<file path="config.mk">
export PLATFORM = sky130hd
export DESIGN_NAME = mem_access_ctrl
export DESIGN_NICKNAME = d
export VERILOG_FILES = /design/src/rtl/mem_access_ctrl.sv
export SDC_FILE = /design/constraint.sdc
export NUM_CORES = 1
export LEC_CHECK = 0
export ABC_CLOCK_PERIOD_IN_PS = 1600
export CORE_MARGIN = 3
export CORE_UTILIZATION = 34
export DETAILED_ROUTE_END_ITERATION = 7
export PLACE_DENSITY = 0.75
export SYNTH_ARGS = -nofsm -noshare
export SYNTH_HDL_FRONTEND = slang
export SYNTH_SLANG_ARGS = --single-unit
</file>
<file path="constraint.sdc">
create_clock -name Clk -period 1.6 [get_ports Clk]
set_clock_uncertainty 0.2 [all_clocks]
set_input_delay 0.48 -clock Clk [delete_from_list [all_inputs] [get_ports Clk]]
set_output_delay 0.48 -clock Clk [all_outputs]
set_load 0.1 [all_outputs]
</file>
<file path="src/rtl/mem_access_ctrl.sv">
// mem_access_ctrl: load/store sequencer in front of the 16x16 data memory.
// Takes one request over a valid/ready handshake, performs exactly one memory
// access, then presents the result on a valid/ready response channel.
// Optional build macro: MEM_ACCESS_ADDR_CHECK_EN rejects requests whose
// address has non-zero bits above the memory index (RespErr = 1, no write).
module mem_access_ctrl #(
   parameter int DATA_W     = 16,
   parameter int ADDR_W     = 16,
   parameter int MEM_ADDR_W = 4
) (
   input  logic                  Clk,
   input  logic                  Rst,
   input  logic                  ReqValid,
   output logic                  ReqReady,
   input  logic                  ReqWrite,
   input  logic [ADDR_W-1:0]     ReqAddr,
   input  logic [DATA_W-1:0]     ReqData,
   output logic                  RespValid,
   input  logic                  RespReady,
   output logic [DATA_W-1:0]     RespData,
   output logic                  RespErr,
   output logic                  MemWrite,
   output logic [MEM_ADDR_W-1:0] MemAddr,
   output logic [DATA_W-1:0]     MemWData,
   input  logic [DATA_W-1:0]     MemRData
);

   typedef enum logic [1:0] {IDLE, ACCESS, RESP} state_t;

   state_t             state, state_nxt;
   logic               cap_write;
   logic [ADDR_W-1:0]  cap_addr;
   logic [DATA_W-1:0]  cap_data;
   logic [DATA_W-1:0]  resp_data;
   logic               addr_ok;

`ifdef MEM_ACCESS_ADDR_CHECK_EN
   logic               resp_err;

   // Upper address bits must be clear for the access to reach memory.
   assign addr_ok = (cap_addr[ADDR_W-1:MEM_ADDR_W] == '0);
   assign RespErr = resp_err;

   // Error flag is produced alongside the response data in ACCESS.
   always_ff @(posedge Clk) begin
      if (Rst)                 resp_err <= 1'b0;
      else if (state == ACCESS) resp_err <= ~addr_ok;
   end
`else
   logic               unused_addr_hi;

   // Upper address bits are dropped: addresses wrap onto the 16 words.
   assign addr_ok        = 1'b1;
   assign RespErr        = 1'b0;
   assign unused_addr_hi = ^cap_addr[ADDR_W-1:MEM_ADDR_W];
`endif

   // State register.
   always_ff @(posedge Clk) begin
      if (Rst) state <= IDLE;
      else     state <= state_nxt;
   end

   // Next-state and handshake/memory-side decode, all from registered state
   // so nothing on Req* reaches Mem* combinationally.
   always_comb begin
      state_nxt = state;
      ReqReady  = 1'b0;
      RespValid = 1'b0;
      MemWrite  = 1'b0;
      case (state)
         IDLE: begin
            ReqReady = 1'b1;
            if (ReqValid) state_nxt = ACCESS;
         end
         ACCESS: begin
            // Rst gating keeps a reset cycle from ever writing memory.
            MemWrite  = cap_write & addr_ok & ~Rst;
            state_nxt = RESP;
         end
         RESP: begin
            RespValid = 1'b1;
            if (RespReady) state_nxt = IDLE;
         end
         default: state_nxt = IDLE;
      endcase
   end

   // Capture the request on acceptance; these also hold MemAddr/MemWData
   // steady outside ACCESS.
   always_ff @(posedge Clk) begin
      if (Rst) begin
         cap_write <= 1'b0;
         cap_addr  <= '0;
         cap_data  <= '0;
      end else if (state == IDLE && ReqValid) begin
         cap_write <= ReqWrite;
         cap_addr  <= ReqAddr;
         cap_data  <= ReqData;
      end
   end

   // Response word: stored data for a store, sampled memory data for a load.
   always_ff @(posedge Clk) begin
      if (Rst)                   resp_data <= '0;
      else if (state == ACCESS) begin
         if (!addr_ok)           resp_data <= '0;
         else if (cap_write)     resp_data <= cap_data;
         else                    resp_data <= MemRData;
      end
   end

   assign MemAddr  = cap_addr[MEM_ADDR_W-1:0];
   assign MemWData = cap_data;
   assign RespData = resp_data;

endmodule

</file>
# Yosys cells after proc, flatten, opt, wreduce, memory -nomap -nowiden
# Index checks and enable logic that the tools add are counted.
dict set report classes {
  eq_ne 4
  muxes 7
  bitwise 2
  n_reduce_logical 3
}
# cell n
set op_table {}
lappend op_table {{2-to-1 mux 16 bit} 1}
lappend op_table {{one-hot mux 2 bit (3 select lines)} 1}
lappend op_table {{2-to-1 mux 2 bit} 2}
lappend op_table {{inequality test 2 bit (second input constant)} 2}
lappend op_table {{2-to-1 mux 1 bit} 3}
lappend op_table {{equality test 2 x 1 -> 1 bit (second input constant)} 1}
lappend op_table {{equality test 2 bit (second input constant)} 1}
lappend op_table {{zero test 2 bit} 1}
lappend op_table {{AND reduction 2 bit} 1}
lappend op_table {{bitwise AND 1 bit} 1}
lappend op_table {{logical AND 1 bit} 1}
lappend op_table {{inverter 1 bit} 1}
dict set report word_totals {
  regBits 39
  elab_cells 21
}

# Logic depth before layout (Yosys ltp)
# Gate-level depths: netlist of the first run.
dict set report logic_depth {
  word_depth 3
  ltp_mapped 5
  mapped_depth_nobuf 3
}

# Least setup slack after synthesis of the first run
# Ideal clock, no wire load.
dict set report synth_path {
  path_kind {reg-to-output}
  start {register state[1]}
  end {output RespValid}
  arrival_ps 1788
  setup_slack_ps -868
  stages_incl_launch_ff 2
  path_cell_list {dfxtp_1 nor2b_1}
}
dict set report synth_between {
  elab_chain_cells 2
}
# item line_no
set synth_rtl {}
lappend synth_rtl {{start, declared} 30} ;# state_t state, state_nxt;
lappend synth_rtl {{start signal, assigned} 61} ;# else state <= state_nxt;
lappend synth_rtl {{equality test 2 bit} 71} ;# case (state)
lappend synth_rtl {{2-to-1 mux 1 bit} 71}
lappend synth_rtl {{end, declared} 18} ;# output logic RespValid,
# No other way between the ends.

# Final worst setup path of the first run
dict set report layout_path {
  start {register state[0]}
  end {output MemWrite}
}
dict set report layout_between {
  elab_chain_cells 2
}
# item line_no
set layout_rtl {}
lappend layout_rtl {{equality test 2 x 1 -> 1 bit} 71}
lappend layout_rtl {{2-to-1 mux 1 bit} 71}
lappend layout_rtl {{end, declared} 22} ;# output logic MemWrite,
# No other way between the ends.

==> results, run 1 <==
- The flow ran to the end, but the final reports show violations.
- The checks that failed: negative setup slack.
- The via count of the first global-routing pass was 1368.
- The reg-to-reg startpoint is state[1]$_SDFFE_PP0P_.
- Buffers inserted to repair hold after CTS numbered 0.
- Counting the fill cells in the layout gives 335.
- The library cells used most frequently in the layout, excluding fill and tap cells, are 39 x buf_12, 38 x nor2_1, 38 x clkdlybuf4s50_1.
- The total number of vias is around 1400.
- The number of placement rows is 24.
- The number of levels in the clock H-tree is 2.
- In this run the deepest clock path goes through 2 buffers.
- The initial antenna violation count is 0.
- Setup slack on the worst reg-to-reg path comes out at -90 ps.
- The share of total power dissipated in combinational logic is a little under two fifths.
- TritonCTS created 5 clock buffers.
- Setup repair after global routing could not meet its margin everywhere.
- The number of standard cells after synthesis is 152.
- The root buffer cell chosen for the clock tree is clkbuf_8.
- The clock net sink count is 39.
- The count of different cell masters after synthesis is 16.
- The clock network burns between 20% and 30% of the power.
- The critical path data required time is 920 ps.
- For this run, the total global-route usage over all layers was measured as 15.4%.
- The final max-slew violation count came to 0.
- The final weighted congestion of routability-driven global placement is roughly 0.76.
- In the synthesized netlist the async set-or-reset flop fraction comes to 0%.
- The mean instance size in the synthesized netlist is about 11 sq um.
- The total setup violations reported at the end of the flow is 21.
- The total I/O pin count is a little over 90.
- Once layout is complete, the cells apart from fillers number 290.
- The setup path with the least slack is of type flip-flop to primary output.
- The start point of the worst hold path is cap_addr[0]$_SDFFE_PP0P_.
- The number of nets still failing antenna checks after routing is 0.
- The post-route core utilization is roughly 70%.
- The region available for standard cell placement spans between 0.004 and 0.005 sq mm.
- The post-route worst hold slack is between 300 and 400 ps.
- The worst setup path is launched from a flip-flop.
- The maximum fanout along the worst path is 2.
- Dividing the final minimum period by the clock period gives 115%.
- The post-detailed-route wirelength per cell is 15.1 microns.
- The detailed router finished its first iteration with 24 violations.
- The clock slew seen by the registers of the worst setup and hold paths is ~80 ps.
- The critical path startpoint is state[0]$_SDFFE_PP0P_.
- The number of enable-type register cells in the synthesized netlist is 0.
- For this run, the number of Yosys warnings is 0.
- Summed over all layers, the global routing overflow is 0.
- The share of total power consumed by net switching is a little over a third.
- For this run, the post-layout net count is between 200 and 300.
- After detailed routing, the total wire length is between 4000 and 5000 microns.
- TritonCTS built the clock tree.
- The total cell area at the placement stage is 0.00290 sq mm.
- Per report_power, the sequential group accounts for between 30 and 40% of the total.
- The aggregate negative setup slack is -1630 ps.
- The wire length of the first global-routing pass is between 6000 and 7000 microns.
- The pin count of the biggest net entering global routing is 40.
- The most common library cell in the layout ignoring fill and taps is buf_12.
- The number of diodes added for antenna fixing is 0.
- The layout cell share with drive strength beyond 1 is around half.
- Port buffering added 79 buffers.
- The initial utilization of the core area, before any placement, comes to 36.4%.
- The worst hold path belongs to the class flip-flop to flip-flop.
- The number of cells on the worst reg-to-reg path is 7.
- For the finished layout, the period the worst path requires is 1840 ps.
- The internal power of the cells is approximately 2 mW.
- Summed over all nets, the switching power comes to 1.12 mW.
- For this run, design rule violations remaining after detail routing come to 0.
- The area added between synthesis and finish is 88.6%.
- The portion of the post-synthesis area used by sequential elements is 47.6%.
- The largest vdd supply drop is 0.647 mV.
- The cell area that synthesis handed to floorplanning was 0.00164 sq mm.
- Once routing completed, OpenROAD measured the worst setup slack at -241 ps.
- The signal arrival time at the worst endpoint is around 1200 ps.
- The final number of hold-violating endpoints came to 0.
- The number of cells on the worst hold path is 2.
- For this run, the top clock speed supported by timing is ~540 MHz.
- Once placement completed, the tool counted placed cells totaling approximately 280.
- The synthesized netlist net count is just over 200.
- The synthesized design contains 39 register bits.
- The max-capacitance violation count is 0.
- The worst setup path is captured at a primary output.
- The width of the die is 75.5 microns.
- The chip height is around 75 microns.
- Detailed placement finished with a half-perimeter wire length of roughly 3000 microns.
- The number of vias per cell is approximately 4.7.
- The source-to-sink clock delay at the later pin of the worst-skew pair is 290 ps.
- The final cell area excluding filler cells is 0.00310 sq mm.
- In the synthesized netlist the dominant register cell turns out to be dfxtp_1.
- Power spread over the standard cell area amounts to around 1000 mW/mm^2.
- The number of detailed-route iterations in the first pass is 4.
- The overall die area is 0.00570 sq mm.
- The analysis attributes to cell leakage a power of roughly 1.2 nW.
-- logic make-up (layout without fill, tap and decap cells) --
group,count (synthesis),in the layout,share of synthesized area (%)
and+or+nand+nor,44,44,11.7
DFF,39,39,47.6
muxes,37,37,22.6
AOI/OAI and AO/OA,17,17,11.3
buffers and inverters,14,100,6.63
other,1,1,0.228
-- area by class of cell --
class / instances / area (sq um) / share of cell area, %
timing repair buffer: 91 / 1300 / 41.9
sequential: 39 / 833 / 26.9
multi-input combinational: 99 / 778 / 25.1
clock buffer: 6 / 82.6 / 2.67
tap: 52 / 65.1 / 2.10
clock inverter: 2 / 35.0 / 1.13
inverter: 1 / 3.75 / 0.121
-- power groups by stage --
stage,registers [mW],logic [mW],clock network (mW)
after floorplan,1.59,0.283,0
after global placement,1.15,1.15,0
after detailed placement,1.15,1.16,0
after CTS,1.13,1.18,0.870
after global routing,1.14,1.24,0.901
final,1.13,1.19,0.843
-- synth_stat cells, types with 2 or more instances --
master    number  share of area (%)
mux2i_1       37                 23
a211oi_1       4                1.8
nor2_1        39                8.9
buf_6          2                1.4
dfxtp_1       39                 48
clkbuf_1       2               0.46
buf_1          2               0.46
a211oi_2      12                9.1
buf_4          5                2.3
nor2b_1        3                1.1
buf_8          2                1.8
-- sequential cells by signal, indices dropped and copies added, names as in the netlist --
| signal | flops |
|---|---|
| state | 2 |
| cap_addr | 4 |
| RespData | 16 |
| cap_write | 1 |
| MemWData | 16 |
-- through the flow --
stage                     setup slack (ps)  power, mW
final                                 -241       3.16
after global routing                  -278       3.28
after CTS                             -253       3.18
after detailed placement              -418       2.32
after global placement                -386       2.30
after floorplan                       -259       1.87
-- layer usage --
metal | track usage [%] | vias to the layer above | share of wire (%)
li1 | - | 688 | -
met1 | 17.6 | 633 | 41
met2 | 26.7 | 40 | 53
met3 | 5.41 | 5 | 5.6
met4 | 5.24 | 0 | 1.1
met5 | 0 | - | 0
-- worst max-delay path: stages (launching register included) --
cell	delay, ps
dfxtp_4	350
nor2b_4	140
and3b_4	210
buf_12	170
-- timing repair --
action / 4_1_cts / 5_1_grt
endpoints found under the setup margin: 24 / 24
gates resized for setup: 7 / 10
pin swaps: 0 / 1
cloned: 1 / 1
buffers inserted: 0 / 4
-- path summary, 6_finish.rpt --
check | to
hold reg to reg | cap_addr[0]$_SDFFE_PP0P_
setup / recovery | MemWrite
hold / removal | cap_addr[0]$_SDFFE_PP0P_
setup reg to reg | MemWData[12]$_SDFFE_PP0P_
(Power assumes the default switching activity.)
==> inputs of run 2 (changes only) <==
- CTS_CLUSTER_DIAMETER: unset -> 100
- CTS_CLUSTER_SIZE: unset -> 16
==> results of run 2 <==
The final DEF is identical to that of run 1; final timing and power are the same.
